**src/rtl/can_apb_bridge_if.sv**
```systemverilog
// APB slave and MC-side bus bundle for the CAN register bridge.
// Bridge takes the slave view; the environment takes the master view.
interface can_apb_bridge_if;
  logic        i_psel;
  logic        i_penable;
  logic        i_pwrite;
  logic [7:0]  i_paddr;
  logic [31:0] i_pwdata;
  logic [31:0] o_prdata;
  logic        o_pready;
  logic        o_pslverr;
  logic        o_cs;
  logic        o_r_neg_w;
  logic [5:0]  o_addr;
  logic [31:0] o_bus_data;
  logic [31:0] i_reg_data;
  logic        i_ack;
  logic        i_error;

  modport slave (
    input  i_psel, i_penable, i_pwrite,
    input  i_paddr, i_pwdata,
    output o_prdata, o_pready, o_pslverr,
    output o_cs, o_r_neg_w, o_addr, o_bus_data,
    input  i_reg_data, i_ack, i_error
  );

  modport master (
    output i_psel, i_penable, i_pwrite,
    output i_paddr, i_pwdata,
    input  o_prdata, o_pready, o_pslverr,
    input  o_cs, o_r_neg_w, o_addr, o_bus_data,
    output i_reg_data, i_ack, i_error
  );
endinterface

```
**src/rtl/can_apb_bridge.sv**
```systemverilog
// APB slave to CAN MC register-port bridge.
// Three-state FSM with ack timeout; every output is registered.
module can_apb_bridge #(
  parameter int unsigned TIMEOUT_CYCLES = 16
) (
  input logic              i_sys_clk,
  input logic              i_reset_n,
  can_apb_bridge_if.slave  bus
);

  typedef enum logic [1:0] {
    IDLE,
    ACCESS,
    RESP
  } state_t;

  localparam logic [7:0] LAST = 8'(TIMEOUT_CYCLES - 1);

  state_t      state_q, state_d;
  logic [7:0]  cnt_q, cnt_d;
  logic        cs_q, cs_d;
  logic        rnw_q, rnw_d;
  logic [5:0]  addr_q, addr_d;
  logic [31:0] data_q, data_d;
  logic [31:0] prdata_q, prdata_d;
  logic        pready_q, pready_d;
  logic        pslverr_q, pslverr_d;

  logic setup;
  logic legal;

  assign setup = bus.i_psel & ~bus.i_penable;
  assign legal = (bus.i_paddr[1:0] == 2'b00) &&
                 (bus.i_paddr[7:2] <= 6'd30);

  always_ff @(posedge i_sys_clk or negedge i_reset_n) begin
    if (!i_reset_n) begin
      state_q   <= IDLE;
      cnt_q     <= '0;
      cs_q      <= 1'b0;
      rnw_q     <= 1'b0;
      addr_q    <= '0;
      data_q    <= '0;
      prdata_q  <= '0;
      pready_q  <= 1'b0;
      pslverr_q <= 1'b0;
    end else begin
      state_q   <= state_d;
      cnt_q     <= cnt_d;
      cs_q      <= cs_d;
      rnw_q     <= rnw_d;
      addr_q    <= addr_d;
      data_q    <= data_d;
      prdata_q  <= prdata_d;
      pready_q  <= pready_d;
      pslverr_q <= pslverr_d;
    end
  end

  always_comb begin
    state_d   = state_q;
    cnt_d     = cnt_q;
    cs_d      = cs_q;
    rnw_d     = rnw_q;
    addr_d    = addr_q;
    data_d    = data_q;
    prdata_d  = prdata_q;
    pready_d  = 1'b0;
    pslverr_d = 1'b0;
    unique case (state_q)
      IDLE: begin
        if (setup) begin
          if (legal) begin
            state_d = ACCESS;
            cnt_d   = '0;
            cs_d    = 1'b1;
            rnw_d   = ~bus.i_pwrite;
            addr_d  = bus.i_paddr[7:2];
            data_d  = bus.i_pwrite ? bus.i_pwdata : '0;
          end else begin
            state_d   = RESP;
            pready_d  = 1'b1;
            pslverr_d = 1'b1;
            prdata_d  = '0;
          end
        end
      end
      ACCESS: begin
        // ack wins over a timeout landing on the same cycle
        if (bus.i_ack) begin
          state_d   = RESP;
          cs_d      = 1'b0;
          pready_d  = 1'b1;
          pslverr_d = bus.i_error;
          prdata_d  = rnw_q ? bus.i_reg_data : '0;
        end else if (cnt_q == LAST) begin
          state_d   = RESP;
          cs_d      = 1'b0;
          pready_d  = 1'b1;
          pslverr_d = 1'b1;
          prdata_d  = '0;
        end else begin
          cnt_d = cnt_q + 8'd1;
        end
      end
      RESP: begin
        state_d = IDLE;
      end
      default: begin
        state_d = IDLE;
        cs_d    = 1'b0;
      end
    endcase
  end

  assign bus.o_cs       = cs_q;
  assign bus.o_r_neg_w  = rnw_q;
  assign bus.o_addr     = addr_q;
  assign bus.o_bus_data = data_q;
  assign bus.o_prdata   = prdata_q;
  assign bus.o_pready   = pready_q;
  assign bus.o_pslverr  = pslverr_q;

endmodule

```
**src/flat_wrapper.sv**
```systemverilog
// flat-port wrapper written by rule: the top's interface ports become plain ports
module can_apb_bridge_flat 
#(
  parameter int unsigned TIMEOUT_CYCLES = 16
)
  (i_sys_clk, i_reset_n, bus_i_psel, bus_i_penable, bus_i_pwrite, bus_i_paddr, bus_i_pwdata, bus_o_prdata, bus_o_pready, bus_o_pslverr, bus_o_cs, bus_o_r_neg_w, bus_o_addr, bus_o_bus_data, bus_i_reg_data, bus_i_ack, bus_i_error);
  can_apb_bridge_if bus_i ();
  input logic i_sys_clk;
  input logic i_reset_n;
  input wire logic [$bits(bus_i.i_psel)-1:0] bus_i_psel;
  input wire logic [$bits(bus_i.i_penable)-1:0] bus_i_penable;
  input wire logic [$bits(bus_i.i_pwrite)-1:0] bus_i_pwrite;
  input wire logic [$bits(bus_i.i_paddr)-1:0] bus_i_paddr;
  input wire logic [$bits(bus_i.i_pwdata)-1:0] bus_i_pwdata;
  output wire logic [$bits(bus_i.o_prdata)-1:0] bus_o_prdata;
  output wire logic [$bits(bus_i.o_pready)-1:0] bus_o_pready;
  output wire logic [$bits(bus_i.o_pslverr)-1:0] bus_o_pslverr;
  output wire logic [$bits(bus_i.o_cs)-1:0] bus_o_cs;
  output wire logic [$bits(bus_i.o_r_neg_w)-1:0] bus_o_r_neg_w;
  output wire logic [$bits(bus_i.o_addr)-1:0] bus_o_addr;
  output wire logic [$bits(bus_i.o_bus_data)-1:0] bus_o_bus_data;
  input wire logic [$bits(bus_i.i_reg_data)-1:0] bus_i_reg_data;
  input wire logic [$bits(bus_i.i_ack)-1:0] bus_i_ack;
  input wire logic [$bits(bus_i.i_error)-1:0] bus_i_error;
  assign bus_i.i_psel = bus_i_psel;
  assign bus_i.i_penable = bus_i_penable;
  assign bus_i.i_pwrite = bus_i_pwrite;
  assign bus_i.i_paddr = bus_i_paddr;
  assign bus_i.i_pwdata = bus_i_pwdata;
  assign bus_o_prdata = bus_i.o_prdata;
  assign bus_o_pready = bus_i.o_pready;
  assign bus_o_pslverr = bus_i.o_pslverr;
  assign bus_o_cs = bus_i.o_cs;
  assign bus_o_r_neg_w = bus_i.o_r_neg_w;
  assign bus_o_addr = bus_i.o_addr;
  assign bus_o_bus_data = bus_i.o_bus_data;
  assign bus_i.i_reg_data = bus_i_reg_data;
  assign bus_i.i_ack = bus_i_ack;
  assign bus_i.i_error = bus_i_error;
  can_apb_bridge #(.TIMEOUT_CYCLES(TIMEOUT_CYCLES)) u_core (.i_sys_clk(i_sys_clk), .i_reset_n(i_reset_n), .bus(bus_i));
endmodule
```
**config.mk**
```make
export PLATFORM = sky130hd
export DESIGN_NAME = can_apb_bridge_flat
export DESIGN_NICKNAME = d
export VERILOG_FILES = /design/src/rtl/can_apb_bridge_if.sv /design/src/rtl/can_apb_bridge.sv /design/src/flat_wrapper.sv
export SDC_FILE = /design/constraint.sdc
export NUM_CORES = 1
export LEC_CHECK = 0
export CORE_ASPECT_RATIO = 0.8
export CORE_MARGIN = 5
export CORE_UTILIZATION = 41
export CTS_BUF_LIST = sky130_fd_sc_hd__clkbuf_16
export DETAILED_ROUTE_END_ITERATION = 7
export GPL_TIMING_DRIVEN = 1
export PLACE_DENSITY = 0.78
export SLEW_MARGIN = 40
export SYNTH_ARGS = -nofsm -noshare
export SYNTH_HDL_FRONTEND = slang
export SYNTH_SLANG_ARGS = --single-unit
```
**constraint.sdc**
```tcl
create_clock -name i_sys_clk -period 1.9 [get_ports i_sys_clk]
set_input_delay 0.19 -clock i_sys_clk [delete_from_list [all_inputs] [get_ports i_sys_clk]]
set_output_delay 0.19 -clock i_sys_clk [all_outputs]
set_load 0.03 [all_outputs]
```
# --- After elaboration in Yosys (flattened, before gate mapping) ---
# Index checks and enable logic that the tools add are counted.
op_classes:
  add_sub_neg: 1
  n_mul: 0
  n_div: 0
  n_lt_le_gt_ge: 1
  n_eq_ne: 9
  shifts: 0
  muxes: 29
  bitwise: 4
  n_reduce_logical: 9
ops:
  columns: ["op", "n"]
  rows:
  - ["$mux 32", 6]
  - ["$pmux 32 s2", 1]
  - ["$mux 8", 4]
  - ["$pmux 8 s2", 1]
  - ["$mux 1", 9]
  - ["$add 8x1->8 const B", 1]
  - ["$eq 8x4->1 const B", 1]
  - ["$mux 2", 4]
  - ["$reduce_and 4->1", 2]
  - ["$le 6x5->1 const B", 1]
  - ["$ne 2x2->1 const B", 3]
  - ["$reduce_and 5->1", 1]
  - ["$logic_not 2->1", 2]
  - ["$ne 2x1->1 const B", 2]
  - ["$pmux 1 s2", 2]
  - ["$pmux 2 s2", 1]
  - ["$ne 3x2->1 const B", 1]
  - ["$not 1->1", 3]
  - ["$pmux 1 s3", 1]
  - ["$reduce_and 3->1", 1]
  - ["$eq 2x1->1 const B", 1]
  - ["$eq 2x2->1 const B", 1]
  - ["$reduce_and 2->1", 1]
  - ["$reduce_bool 2->1", 1]
  - ["2 further kinds", 2]
totals:
  ff_bits: 84
  latchBits: 0
  ramBits: 0
  rom_bits: 0
  inputBits: 79
  word_cells: 62
  memories: 0

# --- Logic depth before layout (Yosys ltp) ---
depth:
  word_depth: 5
  ltp_mapped: 6
  ltp_nobuf: 6

# --- Worst setup path after synthesis ---
# Ideal clock, no wire load.
synth_timing:
  kind: "register to register"
  startpoint: "register u_core.cnt_q[4]"
  endpoint: "register u_core.prdata_q[23] (netlist: u_core.bus.o_prdata[23])"
  setup_ns: 0.121
  arrival_time_ns: 1.628
  t_required_ns: 1.779
  setup_slack_ns: 0.151
  stages_incl_launch_ff: 6
  path_buffers: 1
  synth_period_minus_slack_ns: 1.749
  cell_sequence: "dfrtp_1 > or4_4 > o21bai_4 > a22oi_4 > buf_6 > a22o_1"
synth_between:
  elab_chain_len: 3
synth_lines:
  columns: ["item", "line_no", "source"]
  rows:
  - ["start, declared", "can_apb_bridge.sv:20", "logic [7:0] cnt_q, cnt_d;"]
  - ["start signal, assigned", "can_apb_bridge.sv:49", "cnt_q <= cnt_d;"]
  - ["$eq 8x4->1", "can_apb_bridge.sv:96", "end else if (cnt_q == LAST) begin"]
  - ["$ne 3x2->1 (no line)", null, null]
  - ["$reduce_and 4->1 (no line)", null, null]
  - ["end signal, assigned", "can_apb_bridge.sv:54", "prdata_q <= prdata_d;"]
  - ["end, declared", "can_apb_bridge.sv:25", "logic [31:0] prdata_q, prdata_d;"]
# Every way passes these cells.
# A chain may end at the register's enable or synchronous reset.

# --- Final worst setup path ---
layout_timing:
  startpoint: "register u_core.cnt_q[4]"
  endpoint: "register u_core.prdata_q[8] (netlist: u_core.bus.o_prdata[8])"
# Same word-level chain as after synthesis.

==> flow_summary.yaml <==
sta:
  final-max-slew-violation-count: 0
  fin_worst_skew_ns: 0.00704
  whs_ns: 0.397
  maxSlewHeadroom_pct: 62.5
  post-route-period-util_pct: 93.9
  setup_viol: 0
  fmax_mhz: 560
  finalCriticalPeriod_ns: 1.78
  worst_pin_slew_ns: 0.563
  hold_viol_final: 0
  setup_ws_ns: 0.115
  rsz0062_at_grt: "no"
die:
  dieArea_um2: 10100
  initial_core_util_pct: 42.0
  ios: 153
  dieWidth_um: 111
  rows: 29
  die_y_um: 90.7
  core_area_um2: 7950
clocking:
  htreeDepth: 3
  cts_tree: "built"
  ctsLongestPathBuffers: 2
  cts_sinks: 84
  clkLatencyLatePin_ns: 0.32
  cts_buffers: 9
  cts-root-buf: "clkbuf_16"
  path_clk_slew_ns: 0.06
yosys:
  yosys-top-cells-area: "dfrtp_1 63%, a22o_1 8.7%, nand2_1 7.9%"
  asyncSetResetFlopFracSynth_pct: 100
  synth_compound_area_share_pct: 19.2
  synth_top_family_by_area: "compound AO/OA/AOI/OAI gates"
  synthFlopType: "dfrtp_1"
  synth-edff-count: 0
  synth_most_common_cell: "dfrtp_1"
  synth.distinct_cells: 38
  synth_top_cell_by_area: "dfrtp_1"
  synthCells: 292
  syn_area_um2: 3340
  syn_area_per_cell_um2: 11.4
  synth_xor_area_share_pct: 0
  seq_area_frac_synth_pct: 63.0
  synth_adder_area_share_pct: 0.375
  synth_commonest_cells: "84 x dfrtp_1, 70 x nand2_1, 33 x a22o_1"
  synth_nets: 372
  yosysWarnings: 0
  synthSimpleGateAreaFrac_pct: 12.6
  yosys.area.top_type_share_pct: 63.0
  synth_mux_area_share_pct: 1.35
  yosys_register_bits: 84
worst_setup_path:
  crit_required_ns: 2.11
  startpoint_type: "flip-flop"
  cp_max_fo: 34
  startpoint: "u_core.cnt_q[4]"
  cp-endpoint: "u_core.bus.o_prdata[8]"
  rr_startpoint: "u_core.cnt_q[4]"
  r2r-end: "u_core.bus.o_prdata[8]"
  endpoint_kind: "flip-flop"
  crit_type: "reg -> reg"
  r2r_slack_ns: 0.12
  r2r_cells: 5
  cp.arrival_ns: 1.99
power_and_ir_drop:
  ir_drop_uv: 418
  p_leak_nw: 2.44
  pwr-share-clk_pct: 37.1
  p_sw_w: 0.00140
  comb_power_share_pct: 22.6
  switching_share_pct: 27.0
  power.density_nw_per_um2: 954
  p_int_w: 0.00378
  pwr-share-seq_pct: 40.3
drt:
  first_pass_iters: 4
  via_per_inst: 5.07
  wl_um: 9520
  postRouteAntennaNets: 0
  drc: 0
  first_iter_violations: 226
  drt-wirelength-per-cell_um: 16.8
  vias: 2865
hold_path:
  hold_path.class: "in -> async"
finish:
  fin_nets: 533
  areaGrowthSynthToFinish_pct: 62.7
  finish.utilization_pct: 68.3
  antenna_cells: 0
  drive_gt1_share_pct: 9.41
place:
  gp_congestion: 0.791
  pre_cts_ws_ns: -0.0444
  post-dp-hpwl_um: 6860
  io_buffer_count: 152
global_route:
  grt_pass1_wl_um: 15800
  grt_max_degree: 45
  grt_pass1_vias: 3046
  antenna_found_initial: 0
  grt.overflow.total: 0
  grt_util_all_layers_pct: 19.3
outcome:
  outcome: "finished, final reports clean"
job:
  maxCapViolCount: 0
-- repair_timing --
action / 4_1_cts / 5_1_grt
setup endpoints to repair: 0 / 34
endpoints found under the hold margin: 42 / 0
buffers inserted: 0 / 0
gates resized for setup: 0 / 1
hold buffers: 1 / 0
-- kinds of logic (layout without fill, tap and decap cells) --
group,Yosys count,after routing
compound gates,86,86
fa+ha+maj,1,1
buf+inv,24,189
flops,84,84
mux,4,4
simple gates,93,93
-- final cells by class --
cell class	instances	area, µm²
multi-input cells	184	1130
clock inverters	6	104
well taps	108	135
flip-flops and latches	84	2100
repair buffers	169	1710
fillers	587	2520
clock buffers	9	225
inverters	5	18.8
-- worst min path at each step --
stage	start	endpoint	depth (start not counted)
floorplan	i_reset_n	u_core.bus.o_addr[0]	0
detailed placement	i_reset_n	u_core.bus.o_bus_data[23]	1
global route	bus_i_pwdata[20]	u_core.bus.o_bus_data[20]	3
finish	i_reset_n	u_core.bus.o_bus_data[23]	2
global placement	i_reset_n	u_core.bus.o_bus_data[30]	1
CTS	bus_i_pwdata[7]	u_core.bus.o_bus_data[7]	3
-- layout by cell type (no fill, tap or decap), types with 2 or more instances in the layout --
master	Yosys	routed
nand4_1	2	2
o21ai_0	7	7
nor2_1	3	3
nor3_1	4	4
nand2_1	70	70
bufinv_16	0	3
buf_12	0	5
o21ai_1	31	31
nand3_1	3	2
a31oi_1	3	3
inv_1	2	2
mux2_1	4	4
inv_2	3	3
buf_4	0	12
clkbuf_16	0	9
and3_1	3	3
a211o_1	2	2
clkdlybuf4s50_1	0	151
dfrtp_1	84	84
clkinv_2	0	2
a22o_1	33	33
-- worst max-delay path, cell delays in order, from the launching register on --
cell      delay, ns
dfrtp_1        0.38
or4_4          0.59
o21bai_4       0.17
a22oi_4        0.07
buf_12         0.19
a22o_1         0.24
-- flip-flops by register name, indices dropped and copies added (netlist names) --
register,flops
u_core.bus.o_addr,6
u_core.bus.o_bus_data,32
u_core.bus.o_cs,1
u_core.bus.o_prdata,32
u_core.bus.o_pready,1
u_core.bus.o_pslverr,1
u_core.bus.o_r_neg_w,1
u_core.cnt_q,8
u_core.state_q,2
-- metrics by stage --
stage,instances,instance area [µm²],total power [W],TNS (ns)
after global routing,565,5430,0.00542,0
after CTS,565,5420,0.00523,0
after floorplan,292,3340,0.00264,0
after detailed placement,549,5080,0.00329,-0.898
final,565,5430,0.00518,0
after global placement,549,5080,0.00326,0
-- metal layers --
layer	vias up	global-route usage, %	share of wire, %
met1	1368	25.6	46
met3	7	7.70	9.3
met4	0	5.64	0.51
li1	1348	-	-
met2	142	29.2	45
met5	-	0	0
-- power by group through the flow --
stage	Clock, W	Sequential [W]	Combinational, W
final	0.00192	0.00208	0.00117
after global placement	0	0.00210	0.00115
after global routing	0.00207	0.00211	0.00125
after CTS	0.00197	0.00208	0.00118
after detailed placement	0	0.00211	0.00118
after floorplan	0	0.00244	0.000208
Note: power is estimated with default switching activity, not from simulation.
